<file path="src/rtl/ei_tdp_ram_arbiter.sv">
// Round-robin arbiter sharing both ports of a true dual-port RAM among NUM_REQ requesters.
// Optionally zero-fills the RAM after reset before any request is accepted.
module ei_tdp_ram_arbiter #(
    parameter int ADDR_WIDTH = 10,
    parameter int DATA_WIDTH = 8,
    parameter int NUM_REQ    = 4,
    parameter int RD_LAT     = 1,
    parameter int INIT_EN    = 1
) (
    input  logic                             clk,
    input  logic                             reset,
    input  logic [NUM_REQ-1:0]               req_valid,
    input  logic [NUM_REQ-1:0]               req_we,
    input  logic [NUM_REQ*ADDR_WIDTH-1:0]    req_addr,
    input  logic [NUM_REQ*DATA_WIDTH-1:0]    req_wdata,
    output logic [NUM_REQ-1:0]               req_ready,
    output logic [NUM_REQ-1:0]               rsp_valid,
    output logic [NUM_REQ*DATA_WIDTH-1:0]    rsp_rdata,
    output logic                             init_done,
    output logic                             we_a,
    output logic                             we_b,
    output logic                             re_a,
    output logic                             re_b,
    output logic [ADDR_WIDTH-1:0]            addr_a,
    output logic [ADDR_WIDTH-1:0]            addr_b,
    output logic [DATA_WIDTH-1:0]            data_a,
    output logic [DATA_WIDTH-1:0]            data_b,
    input  logic [DATA_WIDTH-1:0]            out_a,
    input  logic [DATA_WIDTH-1:0]            out_b
);

    localparam int IDW = (NUM_REQ > 1) ? $clog2(NUM_REQ) : 1;
    localparam logic [ADDR_WIDTH-1:0] INIT_PAIRS = {1'b1, {(ADDR_WIDTH-1){1'b0}}};

    typedef enum logic {ST_INIT, ST_RUN} state_t;

    state_t                     state_q;
    logic [IDW-1:0]             rrPtr_q, rrPtr_d;
    logic [ADDR_WIDTH-1:0]      initCnt_q;
    logic                       initDone_q;
    logic                       weA_q, weB_q, reA_q, reB_q;
    logic [ADDR_WIDTH-1:0]      addrA_q, addrB_q;
    logic [DATA_WIDTH-1:0]      dataA_q, dataB_q;
    logic [NUM_REQ-1:0]         rspValid_q;
    logic [NUM_REQ*DATA_WIDTH-1:0] rspRdata_q;
    logic [RD_LAT:0]            tagVldA_q, tagVldB_q;
    logic [RD_LAT:0][IDW-1:0]   tagIdA_q, tagIdB_q;

    logic                       grantA, grantB;
    logic [IDW-1:0]             idA, idB;
    logic [ADDR_WIDTH-1:0]      selAddrA;
    logic                       selWeA;
    logic [IDW:0]               scanSum;
    logic [IDW-1:0]             scanId;

    function automatic logic [IDW-1:0] nextId(input logic [IDW-1:0] id);
        return (id == IDW'(NUM_REQ - 1)) ? '0 : id + 1'b1;
    endfunction

    // Scan from the round-robin pointer: first valid wins A, next compatible valid wins B.
    // B must not touch A's address unless both are reads, which keeps write/read hazards apart.
    always_comb begin
        grantA   = 1'b0;
        grantB   = 1'b0;
        idA      = '0;
        idB      = '0;
        selAddrA = '0;
        selWeA   = 1'b0;
        scanSum  = '0;
        scanId   = '0;
        if (state_q == ST_RUN) begin
            for (int i = 0; i < NUM_REQ; i++) begin
                scanSum = {1'b0, rrPtr_q} + (IDW+1)'(i);
                if (scanSum >= (IDW+1)'(NUM_REQ)) begin
                    scanSum = scanSum - (IDW+1)'(NUM_REQ);
                end
                scanId = scanSum[IDW-1:0];
                if (req_valid[scanId]) begin
                    if (!grantA) begin
                        grantA   = 1'b1;
                        idA      = scanId;
                        selAddrA = req_addr[scanId*ADDR_WIDTH +: ADDR_WIDTH];
                        selWeA   = req_we[scanId];
                    end else if (!grantB &&
                                 ((req_addr[scanId*ADDR_WIDTH +: ADDR_WIDTH] != selAddrA) ||
                                  (!selWeA && !req_we[scanId]))) begin
                        grantB = 1'b1;
                        idB    = scanId;
                    end
                end
            end
        end
    end

    always_comb begin
        req_ready = '0;
        if (grantA) begin
            req_ready[idA] = 1'b1;
        end
        if (grantB) begin
            req_ready[idB] = 1'b1;
        end
    end

    always_comb begin
        rrPtr_d = rrPtr_q;
        if (grantB) begin
            rrPtr_d = nextId(idB);
        end else if (grantA) begin
            rrPtr_d = nextId(idA);
        end
    end

    always_ff @(posedge clk or posedge reset) begin
        if (reset) begin
            state_q    <= (INIT_EN != 0) ? ST_INIT : ST_RUN;
            rrPtr_q    <= '0;
            initCnt_q  <= '0;
            initDone_q <= 1'b0;
            weA_q      <= 1'b0;
            weB_q      <= 1'b0;
            reA_q      <= 1'b0;
            reB_q      <= 1'b0;
            addrA_q    <= '0;
            addrB_q    <= '0;
            dataA_q    <= '0;
            dataB_q    <= '0;
            rspValid_q <= '0;
            rspRdata_q <= '0;
            tagVldA_q  <= '0;
            tagVldB_q  <= '0;
            tagIdA_q   <= '0;
            tagIdB_q   <= '0;
        end else begin
            for (int s = 1; s <= RD_LAT; s++) begin
                tagVldA_q[s] <= tagVldA_q[s-1];
                tagVldB_q[s] <= tagVldB_q[s-1];
                tagIdA_q[s]  <= tagIdA_q[s-1];
                tagIdB_q[s]  <= tagIdB_q[s-1];
            end

            // The last tag stage lines up with the cycle in which the RAM read data is valid.
            rspValid_q <= '0;
            if (tagVldA_q[RD_LAT]) begin
                rspValid_q[tagIdA_q[RD_LAT]]                           <= 1'b1;
                rspRdata_q[tagIdA_q[RD_LAT]*DATA_WIDTH +: DATA_WIDTH]  <= out_a;
            end
            if (tagVldB_q[RD_LAT]) begin
                rspValid_q[tagIdB_q[RD_LAT]]                           <= 1'b1;
                rspRdata_q[tagIdB_q[RD_LAT]*DATA_WIDTH +: DATA_WIDTH]  <= out_b;
            end

            case (state_q)
                ST_INIT: begin
                    tagVldA_q[0] <= 1'b0;
                    tagVldB_q[0] <= 1'b0;
                    reA_q        <= 1'b0;
                    reB_q        <= 1'b0;
                    dataA_q      <= '0;
                    dataB_q      <= '0;
                    if (initCnt_q == INIT_PAIRS) begin
                        state_q    <= ST_RUN;
                        initDone_q <= 1'b1;
                        weA_q      <= 1'b0;
                        weB_q      <= 1'b0;
                        addrA_q    <= '0;
                        addrB_q    <= '0;
                    end else begin
                        weA_q     <= 1'b1;
                        weB_q     <= 1'b1;
                        addrA_q   <= {initCnt_q[ADDR_WIDTH-2:0], 1'b0};
                        addrB_q   <= {initCnt_q[ADDR_WIDTH-2:0], 1'b1};
                        initCnt_q <= initCnt_q + 1'b1;
                    end
                end
                ST_RUN: begin
                    initDone_q   <= 1'b1;
                    rrPtr_q      <= rrPtr_d;
                    weA_q        <= grantA && req_we[idA];
                    reA_q        <= grantA && !req_we[idA];
                    addrA_q      <= grantA ? req_addr[idA*ADDR_WIDTH +: ADDR_WIDTH] : '0;
                    dataA_q      <= grantA ? req_wdata[idA*DATA_WIDTH +: DATA_WIDTH] : '0;
                    weB_q        <= grantB && req_we[idB];
                    reB_q        <= grantB && !req_we[idB];
                    addrB_q      <= grantB ? req_addr[idB*ADDR_WIDTH +: ADDR_WIDTH] : '0;
                    dataB_q      <= grantB ? req_wdata[idB*DATA_WIDTH +: DATA_WIDTH] : '0;
                    tagVldA_q[0] <= grantA && !req_we[idA];
                    tagVldB_q[0] <= grantB && !req_we[idB];
                    tagIdA_q[0]  <= idA;
                    tagIdB_q[0]  <= idB;
                end
                default: state_q <= ST_RUN;
            endcase
        end
    end

    assign init_done = initDone_q;
    assign we_a      = weA_q;
    assign we_b      = weB_q;
    assign re_a      = reA_q;
    assign re_b      = reB_q;
    assign addr_a    = addrA_q;
    assign addr_b    = addrB_q;
    assign data_a    = dataA_q;
    assign data_b    = dataB_q;
    assign rsp_valid = rspValid_q;
    assign rsp_rdata = rspRdata_q;

endmodule

</file>
<file path="config.mk">
export PLATFORM = sky130hd
export DESIGN_NAME = ei_tdp_ram_arbiter
export DESIGN_NICKNAME = d
export VERILOG_FILES = /design/src/rtl/ei_tdp_ram_arbiter.sv
export SDC_FILE = /design/constraint.sdc
export NUM_CORES = 1
export LEC_CHECK = 0
export BUFFER_PORTS_ARGS = -buffer_cell sky130_fd_sc_hd__buf_4
export CELL_PAD_IN_SITES_DETAIL_PLACEMENT = 1
export CELL_PAD_IN_SITES_GLOBAL_PLACEMENT = 2
export CORE_MARGIN = 2
export CORE_UTILIZATION = 37
export CTS_CLUSTER_DIAMETER = 30
export DETAILED_ROUTE_END_ITERATION = 10
export PLACE_DENSITY_LB_ADDON = 0.1
export SLEW_MARGIN = 20
export SYNTH_ARGS = -nofsm -noshare
export SYNTH_HDL_FRONTEND = slang
export SYNTH_SLANG_ARGS = --single-unit
</file>
<file path="constraint.sdc">
create_clock -name clk -period 10.8 [get_ports clk]
set_clock_uncertainty 0.15 [all_clocks]
set_input_delay 2.16 -clock clk [delete_from_list [all_inputs] [get_ports clk]]
set_output_delay 2.16 -clock clk [all_outputs]
set_load 0.01 [all_outputs]
</file>
==> metrics.md <==
| Metric | Value |
|---|---|
| Synth top area share | 30.5% |
| Area growth from synthesis to layout | 22.1% |
| Drt pass-1 iters | 5 |
| Antenna violations before repair | 0 |
| Total number of vias | 7,631 |
| Crit Path Class | input pin to output pin |
| Setup TNS | 0 ns |
| Clk sinks | 100 |
| Final ANT Viol Nets | 0 |
| Total gr overflow | 0 |
| Num CTS Buffers | 9 |
| Synth warn | 0 |
| Synth area leader | dfrtp_1 |
| Die width | 153 um |
| N_diodes | 0 |
| Final period utilization | 82.3% |
| Post-synth cell types | 79 |
| CP endpoint kind | output pin |
| Reg2Reg Depth | 12 |
| RSZ-0062 raised after global routing | false |
| H-tree levels | 3 |
| Reg-to-reg endpoint | addr_b[8]$_DFF_PP0_ |
| Gate count of the mapped netlist | 826 |
| Wire per inst | 24.4 um |
| Largest net degree at the start of global routing | 79 |
| Max rail drop VDD | 0.0654 mV |
| CP Max Fanout | 22 |
| Tot Pwr | 0.961 mW |
| Hold Path Class | flip-flop to flip-flop |
| Leak | 4.70 nW |
| Clock Tree Buf Depth | 2 |
| Worst-Skew Late Latency | 0.36 ns |
| Resized cells post-CTS | 0 |
| Max_cap viols | 0 |
| Number of enable flip-flop cells after synthesis | 0 |
| Post-CTS Setup Bufs | 0 |
| Commonest register cell after synthesis | dfrtp_1 |
| Rel. slew slack | 26.4% |
| Cell Rows | 54 |
| Critical Path AT | 6.58 ns |
| Synth Net Count | 948 |
| Seq/Total Area, Yosys | 30.5% |
| First-pass GRT wire length | 47,900 um |
| Syn avg cell area | 9.95 um^2 |
| Total Routing Usage GR | 26.0% |
| Min-delay src | tagIdA_q[1]$_DFFE_PP0P_ |
| Final setup margin | 1.91 ns |
| GPL Wtd Cong | 0.965 |
| Final Hold Vio Count | 0 |
| Initial core utilization | 37.6% |
| Mapped Area | 0.00822 mm^2 |
| Fmax | 112 MHz |
| FF+latch count, synth | 100 |
| Die area | 0.0234 mm^2 |
| Status | finished clean |
| Layout Cells excl Fill | 1,250 |
| Worst slew pin tran | 1.10 ns |
| Ranking of synthesized cells by area | dfrtp_1 30%, mux4_2 11%, mux2i_1 8.2%, nand2_1 4.8%, ha_1 3.7% |
| Hold Buf Count CTS | 0 |
| Io pins | 179 |
| Final min period | 8.89 ns |
| Clock Root Buffer | clkbuf_16 |
| IO Port Bufs | 178 |
| CP required | 8.49 ns |
| Dpl cells | 1,234 |
| Commonest cells in the netlist | 104 x nand2_1, 100 x dfrtp_1, 67 x mux2i_1 |
| Die Y-Extent | 153 um |
| Async set or reset register ratio after synthesis | 100% |
| Via density per instance | 6.10 |
| Nets | 1,087 |
| Drc violations | 0 |
| Initial drt markers | 458 |
| WHS Endpoint | tagIdA_q[3]$_DFF_PP0_ |
| Reg2reg start | rrPtr_q[0]$_DFFE_PP0P_ |
| Pwr per Cell Area | 95.8 mW/mm^2 |
| Clock-pin slew on the worst setup and hold paths | 0.07 ns |
| Share of cells above drive strength 1 | 29.9% |
| Setup-failing EPs final | 0 |
| CTS tree | done |
| Most common cell in the netlist | nand2_1 |
| Area of the core | 0.0218 mm^2 |
| Vias in the first global route | 8,174 |
| WHS Path Cells | 0 |
| Flop2flop setup slack | 4.80 ns |
| Pre-CTS WS | 1.92 ns |
| Final slew viol count | 0 |
| CP Launch Type | input pin |
| HPWL after detailed placement | 23,300 um |
| WL final | 30,500 um |
-- critical path, stage by stage --
cell and delay (ns):
buf_4 0.18, nor4bb_4 0.77, nor4_2 0.20, o221ai_1 0.27
a21bo_2 0.26, nor4_1 0.40, a21oi_1 0.20, a2111oi_1 0.49
a21o_1 0.25, nand2_1 0.57, ha_1 0.48, a22o_1 0.20
buf_4 0.14
-- report_power, final --
| part | leakage, nW | switching (mW) | total, mW | internal [mW] |
|---|---|---|---|---|
| Clock | 0.155 | 0.157 | 0.349 | 0.192 |
| Combinational | 3.22 | 0.129 | 0.229 | 0.0995 |
| Sequential | 1.32 | 0.00622 | 0.383 | 0.377 |
| Total | 4.70 | 0.293 | 0.961 | 0.668 |
-- how the worst max path moves through the flow --
stage,startpoint,end,cells past startpoint
2_1_floorplan,req_valid[1],req_ready[3],14
3_3_place_gp,req_valid[3],req_ready[1],13
3_5_place_dp,req_valid[3],req_ready[3],14
4_1_cts,req_valid[3],req_ready[0],13
5_1_grt,req_valid[3],req_ready[0],13
6_report,req_valid[3],req_ready[0],13
-- placed cells by master, fill, tap and decap left out, types with 17 or more instances in the layout --
master,n
a22oi_1,37
xnor2_1,18
nand2_1,104
o21ai_0,56
nor2_1,23
a21oi_1,17
mux2i_1,67
mux4_2,40
dfrtp_1,98
buf_4,186
ha_1,24
mux2_2,22
inv_1,38
-- through the flow --
stage | hold WS (ns) | cell area, um^2 | utilization, %
floorplan | 0.204 | 8220 | -
global placement | 0.209 | 9690 | 44.4
detailed placement | 0.220 | 9700 | 44.4
CTS | 0.237 | 10000 | 45.9
global route | 0.253 | 10000 | 46.0
finish | 0.235 | 10000 | 46.0
-- kinds of logic after synthesis --
group                    share of synthesized area, %
XOR/XNOR                                         3.09
AND/OR/NAND/NOR                                  13.7
AO/OA/AOI/OAI                                    19.7
flip-flops                                       30.5
adder cells (fa/ha/maj)                          3.66
buffers and inverters                            6.00
multiplexers                                     23.4
-- metal layers --
metal  track usage, %  up-vias  wire length [um]
met2             45.5      219             15500
met5                0        -                 0
met3             2.75       38              1160
met4             7.05        0               639
met1             34.3     3949             13300
li1                 -     3425                 -
-- layout make-up --
class / count / area (um^2)
Sequential cell: 100 / 2510
Clock buffer: 10 / 239
Fill cell: 2481 / 11800
Timing Repair Buffer: 187 / 1410
Tap cell: 280 / 350
Multi-Input combinational cell: 627 / 5290
Inverter: 40 / 153
Clock inverter: 6 / 80.1
-- flip-flops by register name, indices dropped and copies added (netlist names) --
name / cells
rsp_rdata: 32
addr_a: 10
initCnt_q: 10
state_q: 1
we_b: 1
rrPtr_q: 2
init_done: 1
addr_b: 10
rsp_valid: 4
tagVldB_q: 2
we_a: 1
tagVldA_q: 2
data_a: 8
data_b: 8
tagIdB_q: 4
tagIdA_q: 4
Power figures use the tool's default switching activity.
